==> config.mk <==
export PLATFORM = sky130hd
export DESIGN_NAME = muldiv_ctrl
export DESIGN_NICKNAME = d
export VERILOG_FILES = /design/src/rtl/muldiv_ctrl.sv
export SDC_FILE = /design/constraint.sdc
export NUM_CORES = 1
export LEC_CHECK = 0
export BUFFER_PORTS_ARGS = -buffer_cell sky130_fd_sc_hd__buf_2
export CORE_AREA = 2 2 161 163
export CTS_CLUSTER_DIAMETER = 100
export CTS_CLUSTER_SIZE = 14
export DETAILED_ROUTE_END_ITERATION = 8
export DIE_AREA = 0 0 163 165
export GPL_TIMING_DRIVEN = 0
export HOLD_SLACK_MARGIN = 0.03
export PLACE_DENSITY_LB_ADDON = 0.05
export REMOVE_ABC_BUFFERS = 1
export SKIP_CTS_REPAIR_TIMING = 1
export SLEW_MARGIN = 20
export SYNTH_ARGS = -nofsm -noshare
export SYNTH_HDL_FRONTEND = slang
export SYNTH_SLANG_ARGS = --single-unit
==> constraint.sdc <==
create_clock -name clk -period 3.9 [get_ports clk]
set_clock_uncertainty 0.2 [all_clocks]
set_input_delay 0.195 -clock clk [delete_from_list [all_inputs] [get_ports clk]]
set_output_delay 0.195 -clock clk [all_outputs]
set_load 0.02 [all_outputs]
==> src/rtl/muldiv_ctrl.sv <==
// Sequencing controller for the EXE-stage multiply/divide units: latches and
// extends operands, times the fixed-latency multiplier, handshakes the divider.
module muldiv_ctrl #(
  parameter int MUL_LAT = 5
) (
  input  logic        clk,
  input  logic        resetn,
  input  logic        req,
  input  logic        is_div,
  input  logic        unsigned_op,
  input  logic [31:0] op1,
  input  logic [31:0] op2,
  input  logic        advance,
  input  logic        flush,
  output logic [32:0] mul_a,
  output logic [32:0] mul_b,
  input  logic [65:0] mul_p,
  output logic [32:0] div_dividend,
  output logic [32:0] div_divisor,
  output logic        div_in_valid,
  input  logic [79:0] div_dout,
  input  logic        div_dout_valid,
  output logic        busy,
  output logic        done,
  output logic [31:0] hi_result,
  output logic [31:0] lo_result,
  output logic        hi_write,
  output logic        lo_write
);

  typedef enum logic [2:0] {
    S_IDLE,
    S_MUL_WAIT,
    S_DIV_ISSUE,
    S_DIV_WAIT,
    S_DIV_DRAIN,
    S_DONE
  } state_e;

  localparam logic [3:0] CNT_LAST = 4'(MUL_LAT - 1);

  state_e      state_q, state_d;
  logic [3:0]  cnt_q, cnt_d;
  logic [32:0] opa_q, opa_d;
  logic [32:0] opb_q, opb_d;
  logic [31:0] hi_q, hi_d;
  logic [31:0] lo_q, lo_d;

  // Product bits above 63 and the divider's padding fields carry no result.
  logic unused_bits;
  assign unused_bits = ^{mul_p[65:64], div_dout[79:72], div_dout[39:32]};

  function automatic logic [32:0] ext33(input logic [31:0] x, input logic is_unsigned);
    return {~is_unsigned & x[31], x};
  endfunction

  always_ff @(posedge clk or negedge resetn) begin
    if (!resetn) begin
      state_q <= S_IDLE;
      cnt_q   <= '0;
      opa_q   <= '0;
      opb_q   <= '0;
      hi_q    <= '0;
      lo_q    <= '0;
    end else begin
      state_q <= state_d;
      cnt_q   <= cnt_d;
      opa_q   <= opa_d;
      opb_q   <= opb_d;
      hi_q    <= hi_d;
      lo_q    <= lo_d;
    end
  end

  always_comb begin
    state_d = state_q;
    cnt_d   = cnt_q;
    opa_d   = opa_q;
    opb_d   = opb_q;
    hi_d    = hi_q;
    lo_d    = lo_q;
    unique case (state_q)
      S_IDLE: begin
        if (req && !flush) begin
          opa_d   = ext33(op1, unsigned_op);
          opb_d   = ext33(op2, unsigned_op);
          cnt_d   = '0;
          state_d = is_div ? S_DIV_ISSUE : S_MUL_WAIT;
        end
      end
      S_MUL_WAIT: begin
        if (flush) begin
          state_d = S_IDLE;
        end else if (cnt_q == CNT_LAST) begin
          hi_d    = mul_p[63:32];
          lo_d    = mul_p[31:0];
          state_d = S_DONE;
        end else begin
          cnt_d = cnt_q + 4'd1;
        end
      end
      // The start pulse is already on the wire, so a flush must drain it.
      S_DIV_ISSUE: begin
        state_d = flush ? S_DIV_DRAIN : S_DIV_WAIT;
      end
      S_DIV_WAIT: begin
        if (flush) begin
          state_d = div_dout_valid ? S_IDLE : S_DIV_DRAIN;
        end else if (div_dout_valid) begin
          hi_d    = div_dout[31:0];
          lo_d    = div_dout[71:40];
          state_d = S_DONE;
        end
      end
      S_DIV_DRAIN: begin
        if (div_dout_valid) begin
          state_d = S_IDLE;
        end
      end
      S_DONE: begin
        if (advance || flush) begin
          state_d = S_IDLE;
        end
      end
      default: begin
        state_d = S_IDLE;
      end
    endcase
  end

  assign mul_a        = opa_q;
  assign mul_b        = opb_q;
  assign div_dividend = opa_q;
  assign div_divisor  = opb_q;
  assign div_in_valid = (state_q == S_DIV_ISSUE);
  assign busy         = (state_q != S_IDLE);
  assign done         = (state_q == S_DONE);
  assign hi_result    = hi_q;
  assign lo_result    = lo_q;
  assign hi_write     = done & ~flush;
  assign lo_write     = done & ~flush;

endmodule

==> summary.md <==
| Metric | Value |
|---|---|
| Area after DPL | `0.00880 mm2` |
| Worst R2R End | `hi_result[1]` |
| Num CTS Buffers | `17` |
| CTS max path bufs | `2` |
| Ports | `419` |
| Peak supply drop | `0.000387 V` |
| Avg WL per Cell | `14.9 um` |
| CP required | `3.99 ns` |
| Slowest stage cell, crit path | `dlygate4sd3_1` |
| CP bufs+invs | `6` |
| Area Overhead vs Synth | `64.5%` |
| Total power | `9070 uW` |
| CTS tree | `built` |
| Num Clock Sinks | `137` |
| DR iter-0 viols | `175` |
| Reg-to-Reg Start | `state_q[2]` |
| Post-Syn Area | `0.00692 mm2` |
| DRT Pass-1 Iters | `4` |
| Worst Hold Path Cells | `3` |
| Least-Margin Pin Slew | `0.696 ns` |
| Post-synthesis sequential area ratio | `0.496` |
| Logic pwr share | `0.523` |
| Hold EP | `state_q[2]` |
| Gr usage total | `0.145` |
| Root Buffer | `clkbuf_16` |
| Largest delay contributor family on the critical path | `buffers and inverters` |
| Critical path's largest stage delay | `0.61 ns` |
| Crit-path max FO | `13` |
| Part of the cycle the worst path needs | `0.892` |
| Switching Fraction | `0.445` |
| Share of layout cells above drive strength 1 | `0.572` |
| Port bufs | `400` |
| DRC | `0` |
| Gr ovfl total | `0` |
| Pleak | `0.00563 uW` |
| Area taken by multi-input logic gates | `0.00269 mm2` |
| P_int | `5030 uW` |
| Power per standard cell area | `797 mW/mm2` |
| Largest net degree at the start of global routing | `83` |
| Asr flop ratio synth | `1.00` |
| Antenna Cells | `0` |
| Crit-path most repeated cell | `buf_6` |
| Mean Syn Cell Area | `12.7 um2` |
| Hold WC Path Type | `in -> reg` |
| Final count of pins violating max slew | `0` |
| CP Cell Sequence | `nand3b_1 -> buf_8 -> buf_6 -> buf_6 -> buf_6 -> buf_6 -> mux2i_1 -> dlygate4sd3_1 -> a21oi_2` |
| Crit path DAT | `3.57 ns` |
| Number of global-route vias before repair | `5204` |
| Drt total wl | `21200 um` |
| Register area | `0.00343 mm2` |
| CP Launch Type | `flop` |
| Hold Startpoint | `flush` |
| Synth Flop Type | `dfrtp_1` |
| Count of final setup violators | `0` |
| Worst Reg-to-Reg Cells | `9` |
| Max cap viols | `0` |
| Placement Setup Slack | `0.894 ns` |
| Initial antenna violation count | `2` |
| Outcome | `completed` |
| NetSw | `4040 uW` |
| Synth warn | `0` |
| RSZ-0062 raised after global routing | `false` |
| CP Capture Type | `flop` |
| Core area | `0.0250 mm2` |
| Fin area | `0.0114 mm2` |
| Die Ht | `165 um` |
| Die ar. | `0.0269 mm2` |
| Fillers | `2358` |
| Initial Utilization | `0.276` |
| Setup ws final | `0.421 ns` |
| First-pass GRT wire length | `29100 um` |
| Vias | `5984` |
| GPL Wtd Cong | `0.766` |
| H-tree levels | `4` |
| Fmax achieved | `287 MHz` |
| Setup TNS | `0 ns` |
| Reg power frac | `0.298` |
| Rows | `58` |
| #FFs+latches synth | `137` |
| Setup CP Type | `reg -> reg` |
| Flop-to-flop setup slack | `0.42 ns` |
| EDFF count, synth | `0` |
| DP HPWL | `15800 um` |
| Minimum clock period | `3.48 ns` |
| Clock Power Share | `0.178` |
| Clock Latency Late Sink | `0.41 ns` |
| Worst-path clk slew | `0.06 ns` |
| Slew headroom | `0.534` |
| Die width | `163 um` |
| Post-detailed-route via-to-cell ratio | `4.21` |
| DRT antenna net count | `0` |
| Layout Nets | `1297` |
| Fin. Hold Viols | `0` |
| Setup crit start | `state_q[2]` |
| Synthesized instance count | `546` |
| Post-synth cell types | `41` |
[Yosys cell counts (3+ instances only)]
cell type    n  area, um2
mux2_1      16        180
buf_4       71        533
nand2_1      6       22.5
nor2_2      57        357
a21oi_2     64        561
dfrtp_1    137       3430
nand3b_1     4       30.0
mux2_2      49        552
nor2_1      13       48.8
buf_2       11       55.1
inv_1        3       11.3
mux2i_1     64        641
buf_6       16        180
[cell usage in the layout, fill, tap and decap left out, types with 2 or more instances in the layout]
cell           synthesis  routed
ha_1                   2       2
nand3b_1               4       4
clkinvlp_4             0       2
inv_8                  0       4
dlygate4sd3_1          0     199
xnor2_1                2       2
mux2i_1               64      64
nor2_4                 2       2
buf_2                 11     399
nand2_1                6       6
nor2_1                13      13
dfrtp_1              137     137
o21ai_0                2       2
and2_1                 2       2
buf_16                 0       5
clkbuf_16              0      17
mux2_1                16      16
nor3b_1                2       2
inv_6                  0       4
nor2_2                57      57
clkinv_4               0       3
a211oi_1               2       2
inv_1                  3       3
buf_6                 16       4
buf_12                 0       2
mux2_2                49      49
buf_8                  1       2
a21oi_2               64      64
[layout make-up]
type | instances | area share
Tap cell | 330 | 0.0363
Clock inverter | 14 | 0.0133
Timing Repair Buffer | 611 | 0.373
Clock buffer | 18 | 0.0386
Inverter | 3 | 0.000990
Sequential cell | 137 | 0.301
Multi-Input combinational cell | 307 | 0.237
[flip-flops by register name, summed over array words and instances (netlist names)]
register and flops:
div_dividend 33, div_divisor 33, hi_result 32, lo_result 32, cnt_q 4, state_q 3
[kinds of logic after synthesis]
group                      share of synthesized area
DFF                                            0.496
muxes                                          0.198
buffers and inverters                          0.115
and+or+nand+nor                               0.0877
AOI/OAI and AO/OA                             0.0971
xor gates and xnor gates                     0.00253
adders and majority gates                    0.00362
[through the flow]
step / util / std cells / hold slack [ns]
after floorplan: - / 447 / -0.301
after global routing: 0.454 / 1420 / 0.0823
after detailed placement: 0.351 / 1189 / -0.0386
final: 0.454 / 1420 / 0.0599
after CTS: 0.375 / 1221 / -0.508
after global placement: 0.341 / 1177 / 0.215
[worst max-delay path by stage]
stage / endpoint / cells after the start
after global routing: lo_result[26] / 9
after detailed placement: lo_result[26] / 8
after floorplan: hi_result[0] / 3
final: hi_result[1] / 9
after CTS: lo_result[26] / 8
after global placement: lo_result[30] / 3
[power groups by stage]
stage          Sequential, uW  Clock, uW  Combinational (uW)
2_1_floorplan            3940          0                1620
3_3_place_gp             2690          0                4490
3_5_place_dp             2730          0                4520
4_1_cts                  2720       1680                4530
5_1_grt                  2810       1750                5110
6_report                 2710       1620                4750
[routing by layer]
metal	track usage	vias to the layer above	wire length [um]
li1	-	2874	-
met1	0.160	2840	8230
met2	0.268	247	11400
met3	0.0480	19	1360
met4	0.0374	4	252
met5	0	-	27
[worst reg2reg max path, cell delays in order (launching register included)]
cell and delay (ns):
dfrtp_1 0.55, nand3b_1 0.58, buf_8 0.25, buf_6 0.21
buf_6 0.22, buf_6 0.22, buf_6 0.22, mux2i_1 0.25
dlygate4sd3_1 0.61, a21oi_2 0.06
Note: power is estimated with default switching activity, not from simulation.
